--- config.mk ---
export PLATFORM = sky130hd
export DESIGN_NAME = vk_port_arbiter
export DESIGN_NICKNAME = d
export VERILOG_FILES = /design/src/rtl/vk_port_arbiter.sv
export SDC_FILE = /design/constraint.sdc
export NUM_CORES = 1
export LEC_CHECK = 0
export BUFFER_PORTS_ARGS = -buffer_cell sky130_fd_sc_hd__buf_2
export CORE_ASPECT_RATIO = 0.7
export CORE_UTILIZATION = 45
export CTS_CLUSTER_SIZE = 14
export DETAILED_ROUTE_END_ITERATION = 6
export PLACE_DENSITY = 0.75
export SLEW_MARGIN = 20
export SYNTH_ARGS = -nofsm -noshare
export SYNTH_HDL_FRONTEND = slang
export SYNTH_SLANG_ARGS = --single-unit
--- constraint.sdc ---
create_clock -name sys_clk -period 2.7 [get_ports sys_clk]
set_input_delay 0.405 -clock sys_clk [delete_from_list [all_inputs] [get_ports sys_clk]]
set_output_delay 0.405 -clock sys_clk [all_outputs]
set_load 0.01 [all_outputs]
--- src/rtl/vk_port_arbiter.sv ---
// Registered arbiter for the shared video/keyboard memory port: VGA fetches win
// outright, while buffered key writes and CPU accesses alternate round-robin.
module vk_port_arbiter #(
   parameter logic [31:0] KEY_BASE   = 32'h0000_20D0,
   parameter int          KEY_SLOTS  = 16,
   parameter int          FIFO_DEPTH = 4
) (
   input  logic                         sys_clk,
   input  logic                         rst,
   input  logic                         vga_req,
   input  logic [31:0]                  vga_addr,
   output logic                         vga_rvalid,
   output logic [31:0]                  vga_rdata,
   input  logic                         key_valid,
   input  logic [31:0]                  key_data,
   output logic [$clog2(KEY_SLOTS)-1:0] key_wptr,
   output logic                         key_overflow,
   input  logic                         cpu_req,
   input  logic                         cpu_we,
   input  logic [31:0]                  cpu_addr,
   input  logic [31:0]                  cpu_wdata,
   output logic                         cpu_ack,
   output logic [31:0]                  cpu_rdata,
   output logic [31:0]                  mem_addr,
   output logic                         mem_wren,
   output logic [31:0]                  mem_wdata,
   input  logic [31:0]                  mem_rdata
);
   localparam int FW = $clog2(FIFO_DEPTH);
   localparam int PW = $clog2(KEY_SLOTS);

   localparam logic [1:0] TAG_NONE = 2'd0;
   localparam logic [1:0] TAG_VGA  = 2'd1;
   localparam logic [1:0] TAG_CPU  = 2'd2;

   logic [31:0] fifo_mem [FIFO_DEPTH];
   logic [FW:0] fifo_rd;
   logic [FW:0] fifo_wr;
   logic        fifo_empty;
   logic        fifo_full;

   logic        rr_key;
   logic        cpu_busy;
   logic        wr_ack;
   logic [1:0]  tag1;
   logic [1:0]  tag2;

   logic        key_elig;
   logic        cpu_elig;
   logic        grant_vga;
   logic        grant_key;
   logic        grant_cpu;
   logic        key_code;
   logic        push;
   logic        drop;

   // Extra wrap bit on the pointers tells full from empty.
   assign fifo_empty = (fifo_rd == fifo_wr);
   assign fifo_full  = (fifo_rd[FW] != fifo_wr[FW]) &&
                       (fifo_rd[FW-1:0] == fifo_wr[FW-1:0]);

   assign key_elig = !fifo_empty;
   assign cpu_elig = cpu_req && !cpu_busy;

   always_comb begin
      grant_vga = vga_req;
      grant_key = 1'b0;
      grant_cpu = 1'b0;
      if (!vga_req) begin
         if (key_elig && cpu_elig) begin
            grant_key = rr_key;
            grant_cpu = !rr_key;
         end else begin
            grant_key = key_elig;
            grant_cpu = cpu_elig;
         end
      end
   end

   // A pop in the same cycle frees the slot a push would otherwise need.
   assign key_code = key_valid && (key_data != '0);
   assign push     = key_code && (!fifo_full || grant_key);
   assign drop     = key_code && fifo_full && !grant_key;

   // NOTE: FIFO storage has no reset; the pointers alone define its contents.
   always_ff @(posedge sys_clk) begin
      if (push) fifo_mem[fifo_wr[FW-1:0]] <= key_data;
   end

   always_ff @(posedge sys_clk or negedge rst) begin
      if (!rst) begin
         fifo_rd      <= '0;
         fifo_wr      <= '0;
         rr_key       <= 1'b1;
         cpu_busy     <= 1'b0;
         wr_ack       <= 1'b0;
         tag1         <= TAG_NONE;
         tag2         <= TAG_NONE;
         key_wptr     <= '0;
         key_overflow <= 1'b0;
         mem_addr     <= '0;
         mem_wren     <= 1'b0;
         mem_wdata    <= '0;
      end else begin
         mem_wren <= grant_key || (grant_cpu && cpu_we);
         if (grant_vga) begin
            mem_addr <= vga_addr;
         end else if (grant_key) begin
            mem_addr  <= KEY_BASE + 32'(key_wptr);
            mem_wdata <= fifo_mem[fifo_rd[FW-1:0]];
            key_wptr  <= key_wptr + PW'(1);
         end else if (grant_cpu) begin
            mem_addr <= cpu_addr;
            if (cpu_we) mem_wdata <= cpu_wdata;
         end

         if (grant_key)      rr_key <= 1'b0;
         else if (grant_cpu) rr_key <= 1'b1;

         if (push) fifo_wr <= fifo_wr + 1'b1;
         if (grant_key) fifo_rd <= fifo_rd + 1'b1;
         if (drop) key_overflow <= 1'b1;

         // Owner tag follows each read through issue and RAM latency.
         tag1   <= grant_vga ? TAG_VGA : ((grant_cpu && !cpu_we) ? TAG_CPU : TAG_NONE);
         tag2   <= tag1;
         wr_ack <= grant_cpu && cpu_we;

         if (grant_cpu)    cpu_busy <= 1'b1;
         else if (cpu_ack) cpu_busy <= 1'b0;
      end
   end

   assign vga_rvalid = (tag2 == TAG_VGA);
   assign vga_rdata  = vga_rvalid ? mem_rdata : '0;
   assign cpu_ack    = wr_ack || (tag2 == TAG_CPU);
   assign cpu_rdata  = (tag2 == TAG_CPU) ? mem_rdata : '0;

endmodule

==> metrics <==
layout cell share with drive strength beyond 1=0.5147; Clk pwr share=0.229; count of different cell masters after synthesis=50; Die Ht=121.7 microns; DR WL/cell=about 19 microns; CTS Root Cell=clkbuf_16; combinational power share=0.365; post-route antenna net violation count=0; vias in the first global route=between 5000 and 6000; Reg power frac=0.406; design area=0.01176 sq mm; crit end category=register; most frequent cells in the layout=300 x buf_2, 128 x edfxtp_1, 80 x dfrtp_1, 67 x and2_1, 56 x mux2_2; # rows=43; vias per std cell=5.186; Max Buffers Root-to-Sink=3; worst slew pin tran=slightly below 800 ps; Worst slew margin=0.4726; final setup slack of the worst path=between 400 and 500 ps; run status=finished with violations; yosys warns=0; Psw=3.996 mW; FMAX=450.7 MHz; Post-Route Setup TNS=0 ps; routed wire length=22.10 mm; Place WS=363.8 ps; crit path cell chain=xnor2_2 > a311oi_4 > buf_12 > mux2_2 > mux2_2; slowest CP cell=dfrtp_2; Final Cycle Share=0.8218; syn_nets=730; Initial Utilization=0.4629; main flop type after synthesis=edfxtp_1; LEAKAGE=4.989 nW; minimum clock period=2219 ps; RePlAce Congestion=between 0.8 and 0.9; Layout Skew=13.81 ps; post-synthesis sequential area ratio=0.6427; crit path DAT=between 2000 and 3000 ps; Ports=a little over 300; post-CTS sizing=0; drt drc=0; CTS Buf Count=21; Reg area=0.005924 sq mm; Die ar.=0.02106 sq mm; Final Max Tran Viols=0; Hold Vio Cnt, Final=2; fillers=1556; MaxCap Viol Count=0; final setup fails=0; Peak supply drop=0.0004834 V; htree depth=1; Hold/Removal Path Class=input pin to async pin; Cell Area, Placed=0.01110 sq mm; n_diodes=0; Mean Syn Cell Area=between 15 and 20 sq um; leading cell type in the layout, fill and taps excluded=buf_2; hpwl dp=16.05 mm; area occupied by multi-input gates=0.003089 sq mm; clock latency at the later pin of the worst-skew pair=490 ps; GRT Util Overall=0.2080; Core Util, Final=0.5906; critical path fanouts, max=39; # port buffers=301; First DRT Iteration DRCs=371; Overflow after GRT=0; Final #Nets=1042; drt first pass iters=4; Sw Ratio=0.3250; initial antenna violation count=1; Post-synth ARST share=0.3934; postcts setup bufs=0; largest net degree at the start of global routing=61; failing checks=hold timing; Worst setup SP type=register; internal power=8.299 mW; Worst Path Required=3070 ps; netlist area before placement=0.009214 sq mm; core area=0.01991 sq mm; Hold Slack=-3.846 ps; Synth Instances=roughly 560; Crit Path Category=register to register; P&R area growth vs syn=27.59%; first-pass GRT wire length=33.41 mm; clock-pin slew on the worst setup and hold paths=60 ps; CTS tree=done; crit-path max cell delay=approximately 520 ps; Yosys reg bits=between 200 and 250; Worst path most repeated cell=mux2_2; via count=5985; RSZ-0062 raised after global routing=no; die width=173.0 microns; Pwr Density=roughly 1000 mW/mm^2; CTS Hold Bufs=0; Num Clock Sinks=211; EDFF count, synth=about 130
==> critical path: cells and delay by family (launching register included) <==
family,cells,cell delay [ps]
xor gates and xnor gates,1,270
buffers and inverters,1,300
AOI/OAI and AO/OA,1,360
muxes,2,630
DFF,1,520
==> final cells by class <==
cell class / count / area share
repair buffers: 322 / 0.1450
multi-input cells: 303 / 0.2628
inverters: 11 / 0.003512
flip-flops and latches: 211 / 0.5039
well taps: 270 / 0.02874
clock buffers: 26 / 0.04715
clock inverters: 11 / 0.008940
==> kinds of logic (layout without fill, tap and decap cells) <==
family	count (synthesis)	in the layout	synth area share
AND/OR/NAND/NOR	108	108	0.07211
flip-flops	211	211	0.6427
buffers and inverters	44	370	0.02580
multiplexers	127	127	0.1911
adder cells (fa/ha/maj)	6	6	0.008148
XOR/XNOR	13	13	0.01480
AO/OA/AOI/OAI	49	49	0.04536
==> synthesized netlist by cell type, types with 2 or more instances <==
cell type,count,share of area
o22a_1,4,0.0038
and2_1,67,0.045
nor3_1,2,0.0011
o21ai_0,3,0.0016
buf_2,6,0.0033
mux2i_1,24,0.026
edfxtp_1,128,0.42
nor2b_1,3,0.0020
nand2_1,4,0.0016
nand4_1,8,0.0054
nor3b_1,2,0.0016
nor2_1,5,0.0020
and3_1,2,0.0014
nor4_1,8,0.0054
a221oi_1,2,0.0019
xor2_1,5,0.0048
inv_1,10,0.0041
mux4_2,32,0.078
xnor2_2,3,0.0053
xnor2_1,5,0.0048
o2111ai_1,2,0.0019
o32ai_1,2,0.0019
nand3_1,3,0.0016
buf_4,7,0.0057
buf_6,5,0.0061
ha_1,6,0.0081
dfrtp_1,82,0.22
nand2b_1,2,0.0014
mux2_1,15,0.018
mux2_2,56,0.068
clkbuf_1,13,0.0053
o2bb2ai_1,24,0.023
==> power groups by stage <==
| stage | Clock [mW] | Sequential [mW] | Combinational [mW] |
|---|---|---|---|
| after detailed placement | 0 | 5.04 | 4.54 |
| after global routing | 2.98 | 5.11 | 4.86 |
| after floorplan | 0 | 5.20 | 2.79 |
| final | 2.82 | 4.99 | 4.49 |
| after CTS | 2.88 | 4.99 | 4.55 |
| after global placement | 0 | 5.01 | 4.47 |
==> final timing paths <==
check / end / cells past startpoint / start / slack [ps]
max: mem_wdata[12]$_DFFE_PN0P_ / 5 / fifo_rd[1]$_DFFE_PN0P_ / 480
min: mem_addr[25]$_DFFE_PN0P_ / 1 / rst / -4
max reg2reg: mem_wdata[12]$_DFFE_PN0P_ / 5 / fifo_rd[1]$_DFFE_PN0P_ / 480
min reg2reg: tag2[1]$_DFF_PN0_ / 0 / tag1[1]$_DFF_PN0_ / 350
max in group asynchronous: mem_wdata[8]$_DFFE_PN0P_ / 2 / rst / 1960
min in group sys_clk: tag1[1]$_DFF_PN0_ / 2 / cpu_we / 110
==> metal layers <==
layer  wire length (microns)  vias up  GRT usage
met5                      10        -          0
li1                        -     2761          -
met2                   10420      235     0.3349
met1                    9575     2951     0.2901
met4                     509        2    0.05918
met3                    1588       36    0.04151
==> registers in the layout, summed over array words and instances, names as in the netlist <==
name	cells
tag1	2
mem_wren	1
key_overflow	1
fifo_rd	3
cpu_busy	1
mem_addr	32
key_wptr	4
tag2	2
fifo_wr	3
fifo_mem	128
mem_wdata	32
rr_key	1
wr_ack	1
==> through the flow <==
step / hold slack [ps] / power, mW / cells
6_report: -3.846 / 12.30 / 1154
5_1_grt: 59.44 / 12.95 / 1154
4_1_cts: 10.56 / 12.43 / 1154
3_5_place_dp: 334.7 / 9.582 / 1117
3_3_place_gp: 332.4 / 9.482 / 1117
2_1_floorplan: 109.4 / 7.993 / 558
Note: power is estimated with default switching activity, not from simulation.
